<file path="config.mk">
export PLATFORM = sky130hd
export DESIGN_NAME = register_file
export DESIGN_NICKNAME = d
export VERILOG_FILES = /design/src/rtl/regfile_pkg.sv /design/src/rtl/regfile_read_port.sv /design/src/rtl/register_file.sv
export SDC_FILE = /design/constraint.sdc
export NUM_CORES = 2
export LEC_CHECK = 0
export ABC_CLOCK_PERIOD_IN_PS = 4300
export CORE_ASPECT_RATIO = 1.75
export CORE_MARGIN = 4
export CORE_UTILIZATION = 60
export CTS_BUF_LIST = sky130_fd_sc_hd__clkbuf_8
export DETAILED_ROUTE_END_ITERATION = 7
export PLACE_DENSITY = 0.77
export SYNTH_ARGS = -nofsm -noshare
export SYNTH_HDL_FRONTEND = slang
export SYNTH_SLANG_ARGS = --single-unit
</file>
<file path="constraint.sdc">
create_clock -name clk -period 4.3 [get_ports clk]
set_input_delay 0.43 -clock clk [delete_from_list [all_inputs] [get_ports clk]]
set_output_delay 0.43 -clock clk [all_outputs]
set_load 0.02 [all_outputs]
</file>
<file path="src/rtl/regfile_pkg.sv">
// regfile_pkg: shared widths, the zero-register index and operand types for the register file, PC and decode blocks
package regfile_pkg;
   localparam int DATA_W   = 32;
   localparam int ADDR_W   = 5;
   localparam int NUM_REGS = 2 ** ADDR_W;
   typedef logic [ADDR_W-1:0] reg_addr_t;
   typedef logic [DATA_W-1:0] reg_data_t;
   localparam reg_addr_t ZERO_REG = 5'd0;
endpackage

</file>
<file path="src/rtl/regfile_read_port.sv">
// regfile_read_port: one combinational read port with r0 forcing; the write-through compare exists only when REGFILE_BYPASS_EN is defined
module regfile_read_port
   import regfile_pkg::*;
(
   input  reg_addr_t addr,
   input  reg_data_t regs [NUM_REGS],
`ifdef REGFILE_BYPASS_EN
   input  logic      write,
   input  reg_addr_t we,
   input  reg_data_t writeData,
`endif
   output reg_data_t data
);
`ifdef REGFILE_BYPASS_EN
   // r0 reads zero first, then an in-flight write to this address is forwarded, else the stored value
   always_comb data = (addr == ZERO_REG) ? '0 : (write && we != ZERO_REG && we == addr) ? writeData : regs[addr];
`else
   // r0 reads zero, everything else comes straight from storage
   always_comb data = (addr == ZERO_REG) ? '0 : regs[addr];
`endif
endmodule

</file>
<file path="src/rtl/register_file.sv">
// register_file: MIPS32 32x32 register file, two combinational read ports, one write port; REGFILE_BYPASS_EN enables write-through forwarding
module register_file
   import regfile_pkg::*;
(
   input  logic      clk,
   input  logic      rst,
   input  reg_addr_t rs,
   input  reg_addr_t ra,
   input  reg_addr_t we,
   input  reg_data_t writeData,
   input  logic      write,
   output reg_data_t readDatars,
   output reg_data_t readDatara
);
   reg_data_t regs [NUM_REGS];
   // Asynchronous clear of all registers; writes to r0 are dropped so it stays zero forever
   always_ff @(posedge clk or negedge rst)
      if (!rst) begin
         for (int i = 0; i < NUM_REGS; i++) regs[i] <= '0;
      end
      else if (write && we != ZERO_REG) regs[we] <= writeData;
   regfile_read_port portRs (
      .addr(rs),
      .regs(regs),
`ifdef REGFILE_BYPASS_EN
      .write(write),
      .we(we),
      .writeData(writeData),
`endif
      .data(readDatars)
   );
   regfile_read_port portRa (
      .addr(ra),
      .regs(regs),
`ifdef REGFILE_BYPASS_EN
      .write(write),
      .we(we),
      .writeData(writeData),
`endif
      .data(readDatara)
   );
endmodule

</file>
==> run summary <==
Status -> completed
Die X -> 236 um
Vias in the first global route -> 39500
Synth cell types -> 36
Final nets -> 3636
CTS Buf Count -> 152
Fmax -> 262 MHz
Post-synthesis compound-gate area fraction -> 4.57%
Port Buffers -> 113
Iter 0 DRT Violations -> 4293
DRT antenna net count -> 0
Max_slew headroom -> 22.2%
Clock sinks -> 1024
Post-CTS resize count -> 0
Pre-antenna DRT Iters -> 6
FF+latch count, synth -> 1024
Cell area power density -> 457 nW/um^2
Syn nets -> 3637
Pre-CTS WS -> 0.459 ns
CTS clk-pin slew, worst paths -> 0.06 ns
Max reg flops -> 1024
Largest net degree at the start of global routing -> 144
Total global routing overflow -> 0
Number of synthesized flops with an enable pin -> 0
Initial core utilization -> 60.7%
Clk_skew -> 0 ns
Simple logic cell fraction of the synthesized area -> 1.20%
Worst vdd ir -> 0.000314 V
CTS H-Tree Depth -> 4
Yosys Warn Count -> 0
Ports -> 114
Syn Area/Cell -> 15.2 um^2
RSZ-0062 raised after global routing -> no
Crit end category -> primary output
Post-synth ARST share -> 100%
Top cell types by occurrence after synthesis -> dfrtp_1 (1024), mux2_2 (1003), mux4_2 (448)
CTS max path bufs -> 3
Die ar. -> 95800 um^2
Final worst path period share -> 88.6%
CTS tree -> done
WP buf/inv -> 4
Slew @ Worst Pin -> 1.16 ns
Area leader, netlist -> dfrtp_1
Top flop regs -> regs (1024)
Required @ worst endpoint -> 3.87 ns
Multiplexer share of the synthesized area -> 43.3%
Slew Viols, Final -> 0
Tot Pwr -> 27.5 mW
Final hold vios -> 0
Post-Syn Instances -> 3587
First-pass GRT wire length -> 262 mm
Final hold slack -> 0.203 ns
Startpoint types -> primary input
Core box area -> 89600 um^2
Routed vias -> 36600
Cell area after synthesis -> 54400 um^2
DP HPWL -> 107 mm
Adder-cell share of the synthesized area -> 0%
FP Rows -> 145
CP top delay family -> buffers and inverters
Final core utilization -> 67.2%
Max incr delay on CP -> 0.63 ns
Antenna violations before repair -> 8
Lkg Pwr -> 26.2 nW
XOR/XNOR Fraction of Synth Area -> 0%
Layout cell share with drive strength beyond 1 -> 51.9%
Final setup TNS -> 0 ns
Post-synth top area share -> 47.1%
Number of remaining DRC errors -> 0
Routed wire length -> 178 mm
Worst Path Max Fanout -> 47
Largest family of logic cells by synthesized area -> multiplexers
Most frequent cell after synthesis -> dfrtp_1
Clock Latency Late Sink -> 0.86 ns
Worst path slowest cell -> clkdlybuf4s50_1
Clk root buf -> clkbuf_8
Setup Crit Path Kind -> primary input to primary output
Crit-path cells -> buf_8 -> buf_12 -> buf_4 -> mux4_2 -> o21ai_0 -> a311oi_1 -> clkdlybuf4s50_1
Most used DFF post-synth -> dfrtp_1
Arr. time, crit path -> 3.38 ns
Biggest register -> regs
Min Tclk post-route -> 3.81 ns
Synth-to-layout area growth -> 10.6%
Total GRT Usage -> 37.3%
Routed len/inst -> 36.3 um
Worst min path class -> primary input to asynchronous set/reset pin
Sequential share of the synthesized area -> 47.1%
Die extent in y -> 406 um
Number of max-cap violations -> 0
Via/cell ratio -> 7.49
Setup violators final -> 0
Setup ws final -> 0.490 ns
GPL Wtd Cong -> 0.890
Dominant cells by area after synthesis -> dfrtp_1 (47%), mux2_2 (21%), mux4_2 (19%)
-- per-layer routing --
| layer | wire, um | GRT usage (%) |
|---|---|---|
| met4 | 14700 | 25.4 |
| met2 | 84200 | 59.0 |
| met5 | 15 | 0 |
| met3 | 18000 | 9.63 |
| met1 | 60800 | 45.4 |
-- logic make-up (layout without fill, tap and decap cells) --
logic type / after synthesis / after routing
other cells: 0 / 8
mux: 1664 / 1664
simple gates: 131 / 131
buf+inv: 431 / 552
compound gates: 337 / 337
flops: 1024 / 1024
-- final timing paths --
kind | endpoint | slack, ns | cells after the start | from
worst max-delay path | readDatars[5] | 0.49 | 7 | rs[1]
worst min-delay path | regs[766] | 0.20 | 2 | rst
worst max register to register | regs[925] | 3.46 | 1 | regs[925]
worst min register to register | regs[1009] | 0.40 | 0 | regs[1009]
max in group asynchronous | regs[847] | 2.80 | 4 | rst
min in group clk | regs[1009] | 0.40 | 0 | regs[1009]
-- what timing repair did --
action                    CTS  global route
hold endpoints to repair   82             0
hold buffers                1             0
setup buffers               0             0
-- cell type report --
cell class	instances	area [um^2]
well taps	1176	1470
clock inverters	72	510
fillers	6220	29400
flip-flops and latches	1024	25600
multi-input cells	2132	26900
inverters	2	11.3
clock buffers	204	2810
diodes	8	20.0
repair buffers	274	2850
-- metrics by stage --
stage,cell area (um^2),instances
finish,60200,4892
floorplan,54400,3587
detailed placement,56900,4607
global placement,56900,4607
CTS,60200,4884
global route,60200,4887
-- power breakdown --
group | internal, mW | switching (mW)
registers | 11.5 | 1.50
logic | 3.47 | 2.43
clock network | 4.66 | 3.99
total | 19.6 | 7.92
-- placed cells by master, fill, tap and decap left out, drive strengths merged, types with 45 or more instances in the layout --
| master | netlist | final |
|---|---|---|
| dfrtp | 1024 | 1024 |
| mux2 | 1024 | 1024 |
| mux4 | 448 | 448 |
| clkbuf | 231 | 204 |
| buf | 198 | 193 |
| mux2i | 192 | 192 |
| o21ai | 81 | 81 |
| clkdlybuf4s50 | 0 | 80 |
| a22oi | 64 | 64 |
| a221oi | 49 | 49 |
| inv | 2 | 45 |
| nand2 | 45 | 45 |
Power figures use the tool's default switching activity.
